[config.mk]
export PLATFORM = sky130hd
export DESIGN_NAME = jk_exc_sequencer
export DESIGN_NICKNAME = d
export VERILOG_FILES = /design/src/rtl/jk_pkg.sv /design/src/rtl/jk_stage.sv /design/src/rtl/jk_exc_sequencer.sv
export SDC_FILE = /design/constraint.sdc
export NUM_CORES = 1
export LEC_CHECK = 0
export ABC_AREA = 0
export CAP_MARGIN = 5
export CORE_ASPECT_RATIO = 0.9
export CORE_MARGIN = 1.5
export CORE_UTILIZATION = 35
export DETAILED_ROUTE_END_ITERATION = 7
export DONT_BUFFER_PORTS = 1
export MAX_ROUTING_LAYER = met4
export PLACE_DENSITY_LB_ADDON = 0.15
export SYNTH_ARGS = -nofsm -noshare
export SYNTH_HDL_FRONTEND = slang
export SYNTH_HIERARCHICAL = 1
export SYNTH_SLANG_ARGS = --single-unit
export TNS_END_PERCENT = 50
[constraint.sdc]
create_clock -name clk -period 2.93 [get_ports clk]
set_clock_uncertainty 0.05 [all_clocks]
set_input_delay 0.586 -clock clk [delete_from_list [all_inputs] [get_ports clk]]
set_output_delay 0.586 -clock clk [all_outputs]
set_load 0.005 [all_outputs]
[src/rtl/jk_pkg.sv]
// Shared FSM encoding and JK excitation-table constants for the JK excitation sequencer.
package jk_pkg;

    typedef enum logic [1:0] {
        ST_IDLE = 2'd0,
        ST_RUN  = 2'd1,
        ST_DONE = 2'd2
    } state_t;

    // Excitation pairs packed as {J, K}; don't-care entries resolve to 0.
    localparam logic [1:0] EXC_HOLD0 = 2'b00;
    localparam logic [1:0] EXC_SET   = 2'b10;
    localparam logic [1:0] EXC_RESET = 2'b01;
    localparam logic [1:0] EXC_HOLD1 = 2'b00;

    function automatic logic [1:0] jk_excite(input logic cur, input logic nxt);
        logic [1:0] jk;
        case ({cur, nxt})
            2'b00:   jk = EXC_HOLD0;
            2'b01:   jk = EXC_SET;
            2'b10:   jk = EXC_RESET;
            default: jk = EXC_HOLD1;
        endcase
        return jk;
    endfunction

endpackage

[src/rtl/jk_stage.sv]
// One-bit JK register; the next state follows the JK characteristic equation.
module jk_stage (
    input  logic clk,
    input  logic rst_n,
    input  logic j,
    input  logic k,
    output logic q
);

    logic q_q;
    logic q_d;

    always_comb begin
        q_d = (j & ~q_q) | (~k & q_q);
    end

    always_ff @(posedge clk) begin
        if (!rst_n) begin
            q_q <= 1'b0;
        end else begin
            q_q <= q_d;
        end
    end

    assign q = q_q;

endmodule

[src/rtl/jk_exc_sequencer.sv]
// Walks a bank of JK flops one count per cycle toward a latched target,
// deriving the J/K excitations from the current and desired next state.
module jk_exc_sequencer
    import jk_pkg::*;
#(
    parameter int WIDTH = 4
) (
    input  logic             clk,
    input  logic             rst_n,
    input  logic             start,
    input  logic [WIDTH-1:0] target,
    output logic             ready,
    output logic [WIDTH-1:0] q,
    output logic [WIDTH-1:0] j_vec,
    output logic [WIDTH-1:0] k_vec,
    output logic             done,
    output logic [WIDTH-1:0] steps
);

    state_t           state_q, state_d;
    logic [WIDTH-1:0] tgt_q, tgt_d;
    logic [WIDTH-1:0] steps_q, steps_d;
    logic [WIDTH-1:0] desired;

    for (genvar i = 0; i < WIDTH; i++) begin : g_stage
        jk_stage u_stage (
            .clk   (clk),
            .rst_n (rst_n),
            .j     (j_vec[i]),
            .k     (k_vec[i]),
            .q     (q[i])
        );
    end

    // RUN is only entered with target != q, so the step never wraps.
    always_comb begin
        state_d = state_q;
        tgt_d   = tgt_q;
        steps_d = steps_q;
        j_vec   = '0;
        k_vec   = '0;
        desired = (tgt_q > q) ? (q + WIDTH'(1)) : (q - WIDTH'(1));

        case (state_q)
            ST_IDLE: begin
                if (start) begin
                    tgt_d   = target;
                    steps_d = '0;
                    state_d = (target == q) ? ST_DONE : ST_RUN;
                end
            end
            ST_RUN: begin
                if (rst_n) begin
                    for (int i = 0; i < WIDTH; i++) begin
                        {j_vec[i], k_vec[i]} = jk_excite(q[i], desired[i]);
                    end
                end
                steps_d = steps_q + WIDTH'(1);
                if (desired == tgt_q) begin
                    state_d = ST_DONE;
                end
            end
            ST_DONE: begin
                state_d = ST_IDLE;
            end
            default: begin
                state_d = ST_IDLE;
            end
        endcase
    end

    always_ff @(posedge clk) begin
        if (!rst_n) begin
            state_q <= ST_IDLE;
            tgt_q   <= '0;
            steps_q <= '0;
        end else begin
            state_q <= state_d;
            tgt_q   <= tgt_d;
            steps_q <= steps_d;
        end
    end

    assign ready = (state_q == ST_IDLE);
    assign done  = (state_q == ST_DONE);
    assign steps = steps_q;

endmodule

Word level (Yosys, flattened, before mapping)
Cells that the tools add are included. W data, S select, Z words.

Eq/ne operators: 14. Add/subtract/negate cells: 3. Bitwise logic cells: 20. Reductions and logical operators: 5. Muxes and demuxes: 15. Order comparisons: 1.

Operators with widths (number): $mux W4 (6); $pmux W2 S2 (5); $eq A2 B1 Y1 const B (5); $eq A2 B2 Y1 const B (5); $add A4 B1 Y4 const B (2); $and A1 B1 Y1 (8); $eq A4 B4 Y1 (2); $not A1 Y1 (8); $pmux W4 S2 (1); $mux W2 (3); $reduce_and A2 Y1 (3); $gt A4 B4 Y1 (1); $ne A2 B2 Y1 const B (2); $or A1 B1 Y1 (4); $sub A4 B1 Y4 const B (1); $logic_not A2 Y1 (1); $reduce_bool A2 Y1 (1).

Input bits: 7. Register bits: 14. Output and inout port bits: 18. Word-level logic and storage cells: 65.

Longest topological paths before layout
Gate-level depths: netlist of run 1.

Depth in word-level cells: 9. Depth in mapped cells: 14. Depth with buffers taken out: 14.

Hierarchy
The synthesis of run 1 kept the hierarchy.

Modules (own cells, without submodules): jk_exc_sequencer (instances 1, area each 807.0 sq um, seq. area each 200.2 sq um, cells an instance 88); jk_stage (instances 4, area each 51.3 sq um, seq. area each 20.0 sq um, cells an instance 4).

Worst setup path before layout of run 1
No wires, ideal clock.

Path type: register to output. Start point: register g_stage[1].u_stage.q_q. End point: output j_vec[3]. Path slack: -0.254 ns. Stages on the path, launching flop included: 13. Data required time: 2.294 ns. Arrival time: 2.548 ns. Path buffers: 0. Cells stage by stage: dfxtp_1 -> inv_1 -> ha_1 -> nor2b_2 -> o211ai_2 -> a21oi_4 -> inv_1 -> ha_1 -> a21o_1 -> a21oi_1 -> xnor2_1 -> xor2_1 -> nor3_1.

Word-level cells in the longest chain between the ends: 6. Elaborated cells between the ends (all ways): 9. Classes of those cells: 2 x add/sub; 1 x order compare; 2 x eq/ne; 4 x mux.

Ends and longest elaborated chain: start: declaration (RTL line jk_stage.sv:10) `logic q_q;`; start signal: assignment (RTL line jk_stage.sv:21) `q_q <= q_d;`; $sub A4 B1 Y4, or another cell as far along (RTL line jk_exc_sequencer.sv:42) `desired = (tgt_q > q) ? (q + WIDTH'(1)) : (q - WIDTH'(1));`; $mux W4 (*) (RTL line jk_exc_sequencer.sv:42); $eq A2 B2 Y1 or $eq A2 B1 Y1 (tied branches) (RTL line jk_pkg.sv:18) `case ({cur, nxt})`; $pmux W2 S2 (*) (RTL line jk_pkg.sv:18); $mux W4 (*) (RTL line jk_exc_sequencer.sv:53) `if (rst_n) begin`; $mux W4 (*) (RTL line jk_exc_sequencer.sv:44) `case (state_q)`; end: declaration (RTL line jk_exc_sequencer.sv:14) `output logic [WIDTH-1:0] j_vec,`.

Every way passes the cells marked *; elsewhere a longest branch is shown, timed or not.

Worst setup path in the final report of run 1
Start point: register g_stage[1].u_stage.q_q. End point: output k_vec[3].

Word-level cells in the longest chain between the ends: 6. Elaborated cells between the ends (all ways): 9. Classes of those cells: 2 x add/sub; 1 x order compare; 2 x eq/ne; 4 x mux.

Ends and longest elaborated chain: $sub A4 B1 Y4, or another cell as far along (RTL line jk_exc_sequencer.sv:42); $mux W4 (*) (RTL line jk_exc_sequencer.sv:42); $eq A2 B2 Y1 or $eq A2 B1 Y1 (tied branches) (RTL line jk_pkg.sv:18); $pmux W2 S2 (*) (RTL line jk_pkg.sv:18); $mux W4 (*) (RTL line jk_exc_sequencer.sv:53); $mux W4 (*) (RTL line jk_exc_sequencer.sv:44); end: declaration (RTL line jk_exc_sequencer.sv:15) `output logic [WIDTH-1:0] k_vec,`.

Marked as above.

==> results of run 1 <==
critical path: stages, from the launching register on:
cell      delay [ps]
dfxtp_4          370
inv_4             40
ha_4             250
nor2b_4          130
o211ai_2         100
a21oi_4          140
inv_2             70
ha_4             210
a21o_1           160
a21oi_2          150
xnor2_2          140
xor2_1           230
nor3b_4          240
cell type report:
cell class	count	area (um2)	share of cell area
well taps	40	50.0	0.0387
inverters	6	25.0	0.0194
repair buffers	12	90.1	0.0697
clock buffers	4	36.3	0.0281
multi-input cells	82	801	0.620
flip-flops and latches	14	290	0.225
metal layers:
layer	track usage	up-vias	routed length, um
met5	-	-	0
met3	0.0313	4	126
met2	0.245	16	991
met4	0.0852	0	36
met1	0.202	367	978
li1	-	382	-
what timing repair did:
action | CTS | global route
endpoints found under the setup margin | 6 | 6
setup buffers | 3 | 1
gates cloned | 0 | 0
pin swaps | 7 | 4
resized for setup | 8 | 5
kinds of logic (layout without fill, tap and decap cells):
kind of cell,after synthesis,after routing,synth area share
mux,5,5,0.0507
xor+xnor,10,10,0.108
buf+inv,8,22,0.0371
simple gates,41,41,0.265
compound gates,18,18,0.157
flops,14,14,0.277
fa+ha+maj,8,8,0.106
through the flow:
stage | total power [W] | setup TNS, ps
after floorplan | 0.000549 | 0
after global placement | 0.000639 | 0
after detailed placement | 0.000641 | 0
after CTS | 0.000866 | -482
after global routing | 0.000957 | -841
final | 0.000898 | -457
layout by cell type (no fill, tap or decap), types with 3 or more instances in the layout:
master and n:
dfxtp_1 10, nor3_2 3, ha_4 3, mux2i_1 4, inv_1 3, nand2b_1 5
nand2_1 3, nor2b_1 9, a21boi_2 4, buf_4 12, xor2_1 5, nand2b_4 4
clkbuf_4 3, nor2_1 5, ha_1 4, a22oi_1 3
flip-flops by register name (all words and copies together), names as in the netlist:
register and count:
g_stage.u_stage/q 4, state_q 2, steps 4, tgt_q 4
path summary, 6_finish.rpt:
kind | end | slack [ps] | depth (start not counted)
worst min register to register | tgt_q[1] | 520 | 2
worst min-delay path | tgt_q[3] | 360 | 1
worst max register to register | state_q[0] | 80 | 14
worst max-delay path | k_vec[3] | -240 | 12
power by group through the flow:
| stage | sequential [W] | combinational [W] | clock (W) |
|---|---|---|---|
| 6_report | 0.000225 | 0.000521 | 0.000151 |
| 5_1_grt | 0.000228 | 0.000569 | 0.000161 |
| 4_1_cts | 0.000225 | 0.000489 | 0.000152 |
| 3_5_place_dp | 0.000229 | 0.000413 | 0 |
| 3_3_place_gp | 0.000229 | 0.000410 | 0 |
| 2_1_floorplan | 0.000239 | 0.000310 | 0 |
==> qor.csv, run 1 <==
stage,metric,value,unit
synth,post-synthesis cell count,104,
synth,Async SR Flop Fraction,0,
sta,Tcrit/Tclk final,1.08,
place,post-DP HPWL,1.58,mm
worst_setup_path,"Max FO, Critical Path",2,
synth,Synth area leader,dfxtp_1,
place,global placement routability congestion,0.726,
finish,fin util,0.470,
worst_setup_path,endpoint class of the critical path,primary output,
pwr,sequential share of power,0.251,
status,failing checks,negative setup slack,
routing,vias per std cell,4.87,
worst_setup_path,Crit. Startpoint,g_stage[1].u_stage/q,
worst_setup_path,worst path required time,2290,ps
floorplanning,total core area,2750,um2
clocking,H-Tree Depth,1,
worst_setup_path,CP arrival,2530,ps
finish,Nets,134,
clocking,Worst-path clk slew,110,ps
synth,post-synthesis cell type count,36,
clocking,CTS Buffer Depth,2,
pwr,Clock power frac,0.168,
place,dpl cells,150,
place,pre-CTS worst setup slack,58.4,ps
grt,total grt overflow,0,
clocking,Post-CTS Hold Buffers,0,
pwr,Switch Pwr,0.000336,W
grt,global-route wire length before repair,3.64,mm
sta,min Tclk post-route,3170,ps
finish,post-route cell area,1290,um2
synth,post-synthesis sequential area ratio,0.277,
synth,Post-synth EDFFs,0,
grt,antenna violations before repair,0,
synth,yosys warns,6,
synth,Commonest cells post-synth,"dfxtp_1 (14), nor2b_1 (9), ha_1 (7), nor2_1 (7), inv_1 (6)",
routing,# DRC,0,
floorplanning,I/O pins,25,
routing,Routed Antenna Nets,0,
synth,most common cell in the netlist,dfxtp_1,
routing,wire per inst,13.5,um
grt,largest net degree at the start of global routing,16,
grt,GRT Total Usage,0.161,
synth,main flop type after synthesis,dfxtp_1,
routing,drt first pass iters,4,
worst_setup_path,CP startpoint kind,flip-flop,
synth,Yosys reg bits,14,
place,IO buf count,0,
grt,vias in the first global route,799,
worst_setup_path,Crit Path Category,flip-flop to primary output,
pwr,leakage power,0.504,nW
sta,Setup WS post-layout,-238,ps
pwr,internal power,0.000561,W
clocking,CTS tree,built,
place,dpl cell area,1160,um2
finish,n_diodes,0,
sta,Setup Viol. Count Final,2,
pwr,Power Dens Cells,694,nW/um2
floorplanning,die height,54.0,um
finish,share of layout cells above drive strength 1,0.449,
status,status,"finished, violations left",
pwr,Max VDD drop,0.279,mV
sta,RSZ-0062 raised after global routing,yes,
clocking,worst-skew pair later-pin latency,300,ps
sta,"Slew Viols, Final",0,
finish,synthesis-to-layout area growth,27.7,%
synth,syn avg cell area,9.73,um2
sta,Slew HR,0.651,
floorplanning,die width,59.7,um
clocking,CTS root buf,clkbuf_4,
clocking,cts bufs inserted,3,
synth,Synth Cell Area,1010,um2
routing,Initial DRC Count,9,
floorplanning,row count,18,
sta,Hold WS,364,ps
sta,Slew @ Worst Pin,522,ps
routing,final wirelength,2.13,mm
pwr,combinational share of power,0.581,
pwr,Sw Ratio,0.375,
synth,largest cells by area after synthesis,"dfxtp_1 (28%), ha_1 (8.7%), nor2b_1 (5.6%), nand2b_4 (5.4%), a21boi_2 (4.4%)",
clocking,clock sink count,14,
synth,Synthesized Nets,119,
floorplanning,Die ar.,3220,um2
finish,Post-Layout Cell Count,158,
floorplanning,Starting Density,0.368,
sta,fmax,316,MHz
sta,Final Hold Fails,0,
routing,vias,769,
finish,Filler cells,282,
min_path,hold crit path type,input port to flip-flop,
synth,post-synth top area share,0.277,
worst_setup_path,critical register-to-register path startpoint,g_stage[1].u_stage/q,
flow_run,max_cap viols,0,
min_path,hold_sp,rst_n,
No activity file was read; power rests on OpenSTA's default activity.
==> run 2, diff against run 1 <==
Settings changed: ABC_AREA 0 to 1.
==> run 2 against run 1 <==
  * The run now ends clean
  * Hold slack improved by 5.0 ps
  * Combinational power rose by 13%
  * Register-to-register slack better by 460 ps
  * Die area down 4.8%
  * Routed wire length grew 18%
  * Cell area fell by 1.9%
  * Utilization is 3.0 points higher
  * Via count up 16%
  * Synthesized cell count up 29%
  * Synthesized area down 5.1%
  * Critical endpoint is now j_vec[3]
  * Highest routed layer unchanged
==> qor.csv, run 2 <==
stage,metric,value,unit
finish,share of layout cells above drive strength 1,0.423,
clocking,CTS root buf,clkbuf_4,
synth,post-synth top area share,0.292,
worst_setup_path,endpoint class of the critical path,primary output,
routing,Initial DRC Count,22,
finish,fin util,0.501,
synth,post-synthesis cell type count,23,
grt,GRT Total Usage,0.174,
sta,Hold WS,369,ps
sta,Setup Viol. Count Final,0,
synth,Post-synth EDFFs,0,
routing,final wirelength,2.52,mm
clocking,worst-skew pair later-pin latency,280,ps
place,pre-CTS worst setup slack,154,ps
clocking,clock sink count,14,
flow_run,max_cap viols,0,
clocking,cts bufs inserted,3,
finish,synthesis-to-layout area growth,31.9,%
min_path,hold crit path type,input port to flip-flop,
synth,Synth area leader,dfxtp_1,
synth,Async SR Flop Fraction,0,
place,post-DP HPWL,1.75,mm
pwr,Power Dens Cells,761,nW/um2
routing,vias,895,
routing,vias per std cell,5.06,
place,global placement routability congestion,0.859,
synth,most common cell in the netlist,nand2_1,
finish,n_diodes,0,
floorplanning,row count,17,
synth,Synth Cell Area,961,um2
routing,wire per inst,14.2,um
grt,largest net degree at the start of global routing,15,
worst_setup_path,CP arrival,2270,ps
routing,drt first pass iters,4,
sta,min Tclk post-route,2910,ps
synth,post-synthesis sequential area ratio,0.292,
clocking,Worst-path clk slew,80,ps
floorplanning,Die ar.,3070,um2
place,IO buf count,0,
synth,yosys warns,6,
synth,post-synthesis cell count,134,
clocking,H-Tree Depth,1,
floorplanning,I/O pins,25,
clocking,CTS Buffer Depth,2,
routing,Routed Antenna Nets,0,
sta,Setup WS post-layout,19.0,ps
grt,global-route wire length before repair,3.93,mm
worst_setup_path,Crit Path Category,flip-flop to primary output,
floorplanning,Starting Density,0.380,
grt,antenna violations before repair,0,
routing,# DRC,0,
floorplanning,die width,58.2,um
worst_setup_path,CP startpoint kind,flip-flop,
synth,Yosys reg bits,14,
synth,Synthesized Nets,149,
floorplanning,total core area,2530,um2
sta,"Slew Viols, Final",0,
sta,Slew HR,0.810,
worst_setup_path,worst path required time,2290,ps
finish,Nets,165,
status,status,completed,
synth,syn avg cell area,7.17,um2
synth,largest cells by area after synthesis,"dfxtp_1 (29%), nand2_1 (11%), ha_1 (9.1%), inv_1 (7.4%), nor2_1 (5.5%)",
pwr,Max VDD drop,0.377,mV
pwr,Total Power,0.000965,W
sta,RSZ-0062 raised after global routing,yes,
pwr,leakage power,0.542,nW
sta,Final Hold Fails,0,
synth,main flop type after synthesis,dfxtp_1,
grt,vias in the first global route,847,
sta,setup_tns,0,ps
finish,most frequent cells in the layout,"nand2_1 (19), inv_1 (15), nor2_1 (13)",
clocking,CTS tree,built,
sta,Tcrit/Tclk final,0.993,
sta,Slew @ Worst Pin,285,ps
worst_setup_path,"Max FO, Critical Path",3,
sta,fmax,344,MHz
finish,"commonest non-fill, non-tap cell in the layout",nand2_1,
grt,total grt overflow,0,
synth,Commonest cells post-synth,"nand2_1 (27), inv_1 (19), dfxtp_1 (14), nor2_1 (14), o21ai_0 (8)",
floorplanning,die height,52.7,um
finish,Filler cells,244,
run 2: timing repair:
action | in CTS | in global routing
gates resized for setup | 15 | 23
setup endpoints to repair | 3 | 5
buffers inserted | 3 | 5
hold buffers | 0 | 0
pin swaps | 3 | 12
run 2: kinds of logic (layout without fill, tap and decap cells):
family,count (synthesis),count (layout),synth area share
adder cells (fa/ha/maj),8,8,0.112
AND/OR/NAND/NOR,67,67,0.328
flip-flops,14,14,0.292
XOR/XNOR,6,6,0.0547
AO/OA/AOI/OAI,19,19,0.119
buffers and inverters,20,35,0.0951
run 2: final timing paths:
path                   startpoint                   end  slack, ps  depth (start not counted)
min                         rst_n  g_stage[2].u_stage/q        370                          2
min reg2reg              tgt_q[0]              tgt_q[0]        430                          2
max reg2reg              tgt_q[3]            state_q[0]        540                         13
max          g_stage[3].u_stage/q              j_vec[3]         20                         16
run 2: per-stage QoR:
| stage | area (um2) | cells |
|---|---|---|
| 6_report | 1270 | 177 |
| 3_5_place_dp | 1010 | 165 |
| 2_1_floorplan | 961 | 134 |
| 4_1_cts | 1140 | 172 |
| 5_1_grt | 1270 | 177 |
| 3_3_place_gp | 1010 | 165 |
run 2: worst max-delay path, stage by stage (launching register included):
cell and delay [ps]:
dfxtp_2 360, inv_4 50, ha_4 270, nand2_2 50
inv_2 60, nand2_2 70, nand2_2 80, nand2_4 80
ha_4 310, nand3_4 80, nand3_2 80, nand2_2 60
nand2_2 80, nand2_2 80, nand2_4 110, nand2_4 60
nor2_4 110
run 2: layout make-up:
cell class	instances	area [um2]	area share
multi-input cells	100	747	0.589
flip-flops and latches	14	285	0.225
repair buffers	12	90.1	0.0711
inverters	19	73.8	0.0582
clock buffers	4	36.3	0.0286
well taps	28	35.0	0.0276
run 2: power by group:
group	internal, W	switching, W	total (W)
Clock	0.0000756	0.0000650	0.000141
Combinational	0.000258	0.000333	0.000591
Sequential	0.000213	0.0000202	0.000233
Total	0.000547	0.000418	0.000965
run 2: per-layer routing:
metal | track usage | share of wire
met4 | 0.0233 | 0.016
met2 | 0.258 | 0.45
met1 | 0.231 | 0.46
met5 | - | 0
met3 | 0.0691 | 0.075
